--- src/rtl/unidade_controle_pkg.sv ---
// State codes, control-word layout and the Moore output decode shared by the
// game controller and any display/debug decoder that shows db_estado.
// Build option: define UNIDADE_CONTROLE_TIMEOUT_EN to enable the play timeout.
package unidade_controle_pkg;

    localparam int unsigned ESTADO_W = 4;

    // Numeric state codes, also the values reported on db_estado
    localparam logic [ESTADO_W-1:0] ST_INICIAL          = 4'h0;
    localparam logic [ESTADO_W-1:0] ST_PREPARACAO       = 4'h1;
    localparam logic [ESTADO_W-1:0] ST_INICIO_RODADA    = 4'h2;
    localparam logic [ESTADO_W-1:0] ST_ESPERA_JOGADA    = 4'h3;
    localparam logic [ESTADO_W-1:0] ST_REGISTRA         = 4'h4;
    localparam logic [ESTADO_W-1:0] ST_COMPARACAO       = 4'h5;
    localparam logic [ESTADO_W-1:0] ST_PROXIMA_POSICAO  = 4'h6;
    localparam logic [ESTADO_W-1:0] ST_PROXIMA_ESCRITA  = 4'h7;
    localparam logic [ESTADO_W-1:0] ST_ESPERA_ESCRITA   = 4'h8;
    localparam logic [ESTADO_W-1:0] ST_REGISTRA_ESCRITA = 4'h9;
    localparam logic [ESTADO_W-1:0] ST_ESCREVE          = 4'hA;
    localparam logic [ESTADO_W-1:0] ST_PROXIMA_RODADA   = 4'hB;
    localparam logic [ESTADO_W-1:0] ST_FIM_ACERTOU      = 4'hC;
    localparam logic [ESTADO_W-1:0] ST_FIM_ERROU        = 4'hD;
    localparam logic [ESTADO_W-1:0] ST_FIM_TIMEOUT      = 4'hE;

    typedef enum logic [ESTADO_W-1:0] {
        INICIAL          = ST_INICIAL,
        PREPARACAO       = ST_PREPARACAO,
        INICIO_RODADA    = ST_INICIO_RODADA,
        ESPERA_JOGADA    = ST_ESPERA_JOGADA,
        REGISTRA         = ST_REGISTRA,
        COMPARACAO       = ST_COMPARACAO,
        PROXIMA_POSICAO  = ST_PROXIMA_POSICAO,
        PROXIMA_ESCRITA  = ST_PROXIMA_ESCRITA,
        ESPERA_ESCRITA   = ST_ESPERA_ESCRITA,
        REGISTRA_ESCRITA = ST_REGISTRA_ESCRITA,
        ESCREVE          = ST_ESCREVE,
        PROXIMA_RODADA   = ST_PROXIMA_RODADA,
        FIM_ACERTOU      = ST_FIM_ACERTOU,
        FIM_ERROU        = ST_FIM_ERROU,
        FIM_TIMEOUT      = ST_FIM_TIMEOUT
    } estado_t;

    // Datapath controls followed by game status, all active-high
    typedef struct packed {
        logic zera_e;
        logic conta_e;
        logic zera_rod;
        logic conta_rod;
        logic zera_t;
        logic conta_t;
        logic zera_r;
        logic registra_r;
        logic we;
        logic pronto;
        logic acertou;
        logic errou;
        logic timeout;
    } controle_t;

    // True for the three terminal states that wait for a restart
    function automatic logic eh_fim(input estado_t estado);
        return (estado == FIM_ACERTOU) || (estado == FIM_ERROU) ||
               (estado == FIM_TIMEOUT);
    endfunction

    // Moore decode: control word is a pure function of the state
    function automatic controle_t decodifica(input estado_t estado);
        controle_t c;
        c = '0;
        case (estado)
            PREPARACAO: begin
                c.zera_e   = 1'b1;
                c.zera_rod = 1'b1;
                c.zera_r   = 1'b1;
                c.zera_t   = 1'b1;
            end
            INICIO_RODADA: begin
                c.zera_e = 1'b1;
                c.zera_t = 1'b1;
            end
            ESPERA_JOGADA, ESPERA_ESCRITA: begin
`ifdef UNIDADE_CONTROLE_TIMEOUT_EN
                c.conta_t = 1'b1;
`else
                c.conta_t = 1'b0;
`endif
            end
            REGISTRA: begin
                c.registra_r = 1'b1;
                c.zera_t     = 1'b1;
            end
            PROXIMA_POSICAO: begin
                c.conta_e = 1'b1;
            end
            PROXIMA_ESCRITA: begin
                c.conta_e = 1'b1;
                c.zera_t  = 1'b1;
            end
            REGISTRA_ESCRITA: begin
                c.registra_r = 1'b1;
            end
            ESCREVE: begin
                c.we = 1'b1;
            end
            PROXIMA_RODADA: begin
                c.conta_rod = 1'b1;
            end
            FIM_ACERTOU: begin
                c.pronto  = 1'b1;
                c.acertou = 1'b1;
            end
            FIM_ERROU: begin
                c.pronto = 1'b1;
                c.errou  = 1'b1;
            end
            FIM_TIMEOUT: begin
                c.pronto = 1'b1;
`ifdef UNIDADE_CONTROLE_TIMEOUT_EN
                c.timeout = 1'b1;
`else
                c.timeout = 1'b0;
`endif
            end
            default: begin
                c = '0;
            end
        endcase
        return c;
    endfunction

endpackage

--- src/rtl/unidade_controle_exp7.sv ---
// Control unit of the memory game: plays back the stored sequence round by
// round, appends one new play per round and reports hit / miss / timeout.
// Moore machine; the control word is registered alongside the state so every
// output is a flop that always equals decodifica(current state).
// Build option: define UNIDADE_CONTROLE_TIMEOUT_EN to act on fimT.
module unidade_controle_exp7
    import unidade_controle_pkg::*;
(
    input  logic       clock,
    input  logic       reset,
    input  logic       iniciar,
    input  logic       jogada_feita,
    input  logic       igual,
    input  logic       enderecoIgualRodada,
    input  logic       fimRod,
    input  logic       fimT,
    output logic       zeraE,
    output logic       contaE,
    output logic       zeraRod,
    output logic       contaRod,
    output logic       zeraT,
    output logic       contaT,
    output logic       zeraR,
    output logic       registraR,
    output logic       we,
    output logic       pronto,
    output logic       acertou,
    output logic       errou,
    output logic       timeout,
    output logic [3:0] db_estado
);

    estado_t   estado;
    estado_t   estado_next;
    controle_t ctrl_q;
    controle_t ctrl_next;
    logic      espera_expirou;

`ifdef UNIDADE_CONTROLE_TIMEOUT_EN
    assign espera_expirou = fimT;
`else
    // Timeout disabled: the flag is accepted on the port but never acted on
    logic unused_fim_t;
    assign unused_fim_t   = fimT;
    assign espera_expirou = 1'b0;
`endif

    // State register and registered control word; reset is immediate
    always_ff @(posedge clock or negedge reset) begin
        if (!reset) begin
            estado <= INICIAL;
            ctrl_q <= '0;
        end else begin
            estado <= estado_next;
            ctrl_q <= ctrl_next;
        end
    end

    // Next-state logic; outputs follow from the state being entered
    always_comb begin
        estado_next = estado;
        ctrl_next   = '0;

        case (estado)
            INICIAL: begin
                if (iniciar) begin
                    estado_next = PREPARACAO;
                end
            end

            PREPARACAO: begin
                estado_next = INICIO_RODADA;
            end

            INICIO_RODADA: begin
                estado_next = ESPERA_JOGADA;
            end

            // A play arriving together with the timeout still counts
            ESPERA_JOGADA: begin
                if (jogada_feita) begin
                    estado_next = REGISTRA;
                end else if (espera_expirou) begin
                    estado_next = FIM_TIMEOUT;
                end
            end

            REGISTRA: begin
                estado_next = COMPARACAO;
            end

            COMPARACAO: begin
                if (!igual) begin
                    estado_next = FIM_ERROU;
                end else if (!enderecoIgualRodada) begin
                    estado_next = PROXIMA_POSICAO;
                end else if (fimRod) begin
                    estado_next = FIM_ACERTOU;
                end else begin
                    estado_next = PROXIMA_ESCRITA;
                end
            end

            PROXIMA_POSICAO: begin
                estado_next = ESPERA_JOGADA;
            end

            PROXIMA_ESCRITA: begin
                estado_next = ESPERA_ESCRITA;
            end

            ESPERA_ESCRITA: begin
                if (jogada_feita) begin
                    estado_next = REGISTRA_ESCRITA;
                end else if (espera_expirou) begin
                    estado_next = FIM_TIMEOUT;
                end
            end

            REGISTRA_ESCRITA: begin
                estado_next = ESCREVE;
            end

            ESCREVE: begin
                estado_next = PROXIMA_RODADA;
            end

            PROXIMA_RODADA: begin
                estado_next = INICIO_RODADA;
            end

            FIM_ACERTOU, FIM_ERROU, FIM_TIMEOUT: begin
                if (iniciar) begin
                    estado_next = PREPARACAO;
                end
            end

            // Unused code 4'hF falls back to the idle state
            default: begin
                estado_next = INICIAL;
            end
        endcase

        ctrl_next = decodifica(estado_next);
    end

    // Output wiring from the registered control word
    assign zeraE     = ctrl_q.zera_e;
    assign contaE    = ctrl_q.conta_e;
    assign zeraRod   = ctrl_q.zera_rod;
    assign contaRod  = ctrl_q.conta_rod;
    assign zeraT     = ctrl_q.zera_t;
    assign contaT    = ctrl_q.conta_t;
    assign zeraR     = ctrl_q.zera_r;
    assign registraR = ctrl_q.registra_r;
    assign we        = ctrl_q.we;
    assign pronto    = ctrl_q.pronto;
    assign acertou   = ctrl_q.acertou;
    assign errou     = ctrl_q.errou;
    assign timeout   = ctrl_q.timeout;
    assign db_estado = 4'(estado);

endmodule

--- config.mk ---
export PLATFORM = sky130hd
export DESIGN_NAME = unidade_controle_exp7
export DESIGN_NICKNAME = d
export VERILOG_FILES = /design/src/rtl/unidade_controle_pkg.sv /design/src/rtl/unidade_controle_exp7.sv
export SDC_FILE = /design/constraint.sdc
export NUM_CORES = 1
export LEC_CHECK = 0
export CORE_ASPECT_RATIO = 0.9
export CORE_UTILIZATION = 33
export DETAILED_ROUTE_END_ITERATION = 10
export GPL_ROUTABILITY_DRIVEN = 1
export PLACE_DENSITY = 0.68
export SLEW_MARGIN = 20
export SYNTH_ARGS = -nofsm -noshare
export SYNTH_HDL_FRONTEND = slang
export SYNTH_SLANG_ARGS = --single-unit
--- constraint.sdc ---
create_clock -name clock -period 3.9 [get_ports clock]
set_input_delay 0.39 -clock clock [delete_from_list [all_inputs] [get_ports clock]]
set_output_delay 0.39 -clock clock [all_outputs]
set_load 0.02 [all_outputs]
==> metrics.txt <==
# TYPE chip_impl_metric gauge
chip_impl_info{name="outcome",value="finished, final reports clean"} 1
chip_impl_info{name="synth_top_family_by_area",value="simple AND/OR/NAND/NOR gates"} 1
chip_impl_metric{name="drt_first_pass_iters",unit=""} 7
chip_impl_metric{name="die_height",unit="um"} 47.5
chip_impl_metric{name="ff2ff_path_depth",unit=""} 5
chip_impl_metric{name="finalCriticalPeriod",unit="ps"} 1940
chip_impl_metric{name="synth-edff-count",unit=""} 0
chip_impl_metric{name="synth_area_per_cell",unit="sq um"} 10.8
chip_impl_info{name="start_kind",value="register"} 1
chip_impl_metric{name="worst_path_largest_cell_delay",unit="ps"} 680
chip_impl_metric{name="synth.cell_area",unit="sq um"} 758
chip_impl_metric{name="worst_path_arrival_time",unit="ps"} 1550
chip_impl_metric{name="worst-slew-pin-transition",unit="ps"} 639
chip_impl_metric{name="layout_worst_path_cycle_share",unit=""} 0.498
chip_impl_metric{name="core_area",unit="sq mm"} 0.00218
chip_impl_metric{name="power.static_leakage",unit="nW"} 0.397
chip_impl_metric{name="drive_above_1_share",unit=""} 0.136
chip_impl_info{name="synthTopCellsByArea",value="dfrtp_1 (46%), buf_6 (5.9%), a211oi_1 (3.0%)"} 1
chip_impl_metric{name="rows",unit=""} 16
chip_impl_metric{name="cts-hold-fix-buffers",unit=""} 0
chip_impl_metric{name="max-vdd-ir-drop",unit="uV"} 386
chip_impl_metric{name="floorplan.initialDensity",unit=""} 0.347
chip_impl_metric{name="synth-seq-area-share",unit=""} 0.462
chip_impl_info{name="crit_family",value="buffers and inverters"} 1
chip_impl_metric{name="critical_path_depth",unit=""} 1
chip_impl_metric{name="synth_compound_area_frac",unit=""} 0.191
chip_impl_metric{name="synth.yosys.warnings",unit=""} 0
chip_impl_metric{name="ys_seq_elements",unit=""} 14
chip_impl_metric{name="first_global_vias",unit=""} 480
chip_impl_metric{name="hold_viol",unit=""} 0
chip_impl_metric{name="max_freq",unit="MHz"} 515
chip_impl_info{name="grt_setup_unrepaired",value="no"} 1
chip_impl_metric{name="cp.required",unit="ps"} 3510
chip_impl_metric{name="finish.utilization",unit=""} 0.440
chip_impl_metric{name="placement.cell_area",unit="sq um"} 938
chip_impl_metric{name="finalWeightedCongestion",unit=""} 0.729
chip_impl_metric{name="grt_max_degree",unit=""} 15
chip_impl_metric{name="cts_num_sinks",unit=""} 14
chip_impl_metric{name="drt-total-wl",unit="mm"} 1.55
chip_impl_info{name="yosysTopAreaCell",value="dfrtp_1"} 1
chip_impl_metric{name="power_density",unit="mW/mm^2"} 755
chip_impl_metric{name="final_net_count",unit=""} 98
chip_impl_metric{name="final_antenna_net_count",unit=""} 0
chip_impl_metric{name="ys_types",unit=""} 36
chip_impl_metric{name="timing.critical_path.buf_inv",unit=""} 1
chip_impl_metric{name="num_antenna_cells",unit=""} 0
chip_impl_metric{name="fin_setup_tns",unit="ps"} 0
chip_impl_info{name="flip_flop_cell_with_the_highest_count_after_synthesis",value="dfrtp_1"} 1
chip_impl_info{name="cts_tree",value="yes"} 1
chip_impl_metric{name="synth_xor_area_frac",unit=""} 0.0215
chip_impl_metric{name="groute.usage.overall",unit=""} 0.130
chip_impl_metric{name="drtIter0Drc",unit=""} 18
chip_impl_metric{name="syn_inst_count",unit=""} 70
chip_impl_metric{name="boundaryPins",unit=""} 25
chip_impl_metric{name="placement.io_buffers",unit=""} 21
chip_impl_info{name="timing_worst_setup_path_type",value="reg -> out"} 1
chip_impl_metric{name="share_of_cell_area_taken_by_muxes_after_synthesis",unit=""} 0
chip_impl_metric{name="worst_setup_hold_path_clk_slew",unit="ps"} 80
chip_impl_metric{name="avgRoutedWirePerCell",unit="um"} 13.4
chip_impl_metric{name="finish.instance_area",unit="sq um"} 961
chip_impl_info{name="cp-end-kind",value="output pin"} 1
chip_impl_metric{name="numCtsBuffers",unit=""} 3
chip_impl_metric{name="skew",unit="ps"} 2.56
chip_impl_metric{name="post_cts_resized",unit=""} 0
chip_impl_metric{name="max_slew_margin",unit=""} 0.573
chip_impl_metric{name="fillerInstances",unit=""} 229
chip_impl_metric{name="htree_num_levels",unit=""} 1
chip_impl_metric{name="grt_remaining_overflow",unit=""} 0
chip_impl_metric{name="timing.max_cap.violations",unit=""} 0
chip_impl_info{name="rr_startpoint",value="db_estado[1]"} 1
chip_impl_metric{name="synth-simple-area-share",unit=""} 0.206
chip_impl_metric{name="wire_length_of_the_first_global_routing_pass",unit="mm"} 2.24
chip_impl_metric{name="timing.final.max_slew_violations",unit=""} 0
chip_impl_metric{name="floorplan.die.width",unit="um"} 52.5
chip_impl_metric{name="vias_per_cell",unit=""} 5.05
chip_impl_metric{name="drt_drc_violations_left",unit=""} 0
chip_impl_metric{name="area_growth_syn_to_layout",unit="%"} 26.7
chip_impl_metric{name="die_area",unit="sq mm"} 0.00249
chip_impl_metric{name="critical_path.max_fanout",unit=""} 11
chip_impl_metric{name="postLayoutSetupSlackWorst",unit="ps"} 1960
chip_impl_info{name="cpMaxStageDelayCell",value="clkdlybuf4s50_1"} 1
chip_impl_info{name="timing.rr.end",value="zeraT"} 1
chip_impl_metric{name="cts_setup_buffers",unit=""} 0
chip_impl_info{name="critPathCapture",value="db_estado[2]"} 1
chip_impl_metric{name="preCtsSetupSlack",unit="ps"} 1760
chip_impl_metric{name="num_vias",unit=""} 581
chip_impl_info{name="cts_root_buffer",value="clkbuf_4"} 1
chip_impl_metric{name="cts.path.max_buffers",unit=""} 2
chip_impl_metric{name="clkLatencyLatePin",unit="ps"} 280
chip_impl_metric{name="async_flop_share",unit=""} 1.00
chip_impl_metric{name="synth_fa_ha_area_frac",unit=""} 0
chip_impl_info{name="timing.hold.worst.class",value="in -> async"} 1
chip_impl_info{name="critPathLaunch",value="db_estado[2]"} 1
chip_impl_metric{name="netlist.area_leader.share",unit=""} 0.462
chip_impl_metric{name="timing.final.setup_violations",unit=""} 0
chip_impl_metric{name="place.detailed.hpwl",unit="mm"} 1.17
chip_impl_info{name="timing.critical_path.cells",value="clkdlybuf4s50_1"} 1
chip_impl_metric{name="grt_antenna_before_repair",unit=""} 0
chip_impl_metric{name="r2r_slack",unit="ps"} 2040
## cells in the mapped netlist, types with 2 or more instances
cell type	number
dfrtp_1	14
nor2_1	6
buf_6	4
inv_1	4
a211oi_1	3
a21oi_1	3
buf_4	3
or2b_1	3
nand2b_1	2
nand3_1	2
## cell families (layout without fill, tap and decap cells)
family / count (synthesis) / count (layout)
flip-flops: 14 / 14
AND/OR/NAND/NOR: 25 / 25
other: 1 / 2
AO/OA/AOI/OAI: 17 / 17
XOR/XNOR: 1 / 1
buffers and inverters: 12 / 29
## report_power, final
part | switching, mW | total [mW] | internal, mW | leakage (nW)
logic | 0.206 | 0.399 | 0.193 | 0.199
clock network | 0.0460 | 0.0818 | 0.0359 | 0.0138
registers | 0.0566 | 0.245 | 0.188 | 0.184
## state kept, by name, summed over array words and instances (netlist names)
signal     count
zeraE          1
registraR      1
errou          1
we             1
contaRod       1
db_estado      4
pronto         1
zeraR          1
zeraT          1
acertou        1
contaE         1
## worst min-delay path by stage
stage                              end          from  cells after the start  slack (ps)
after CTS                 db_estado[1]         reset                      1         530
after floorplan                acertou         reset                      0          90
final                            zeraR         reset                      1         500
after global routing            contaE         reset                      1         530
after global placement       registraR  db_estado[2]                      1         710
after detailed placement     registraR  db_estado[2]                      1         710
## cells in the final DEF, fill, tap and decap left out, types with 2 or more instances in the layout
| master | Yosys | routed |
|---|---|---|
| clkdlybuf4s50_1 | 0 | 21 |
| dfrtp_1 | 14 | 14 |
| nor2_1 | 6 | 6 |
| inv_1 | 4 | 4 |
| a211oi_1 | 3 | 3 |
| a21oi_1 | 3 | 3 |
| or2b_1 | 3 | 3 |
| clkbuf_4 | 0 | 3 |
| nand2b_1 | 2 | 2 |
| nand3_1 | 2 | 2 |
| conb_1 | 1 | 2 |
## metrics by stage
stage / power, mW / hold slack, ps / std cells
final: 0.726 / 499 / 115
after global routing: 0.780 / 532 / 115
after CTS: 0.729 / 535 / 115
after detailed placement: 0.647 / 710 / 112
after global placement: 0.639 / 711 / 112
after floorplan: 0.548 / 94.4 / 71
## per-layer routing
layer | up-vias | global-route usage | wire, um
li1 | 278 | - | -
met1 | 271 | 0.167 | 711
met2 | 30 | 0.197 | 689
met3 | 2 | 0.0762 | 141
met4 | 0 | 0.0158 | 3
met5 | - | 0 | 0
## area by class of cell
class	instances	area [sq um]	share of cell area
Sequential cell	14	350	0.365
Timing Repair Buffer	21	210	0.219
Tap cell	27	33.8	0.0352
Multi-Input combinational cell	45	325	0.339
Clock buffer	3	22.5	0.0234
Inverter	5	18.8	0.0195
(Power assumes the default switching activity.)
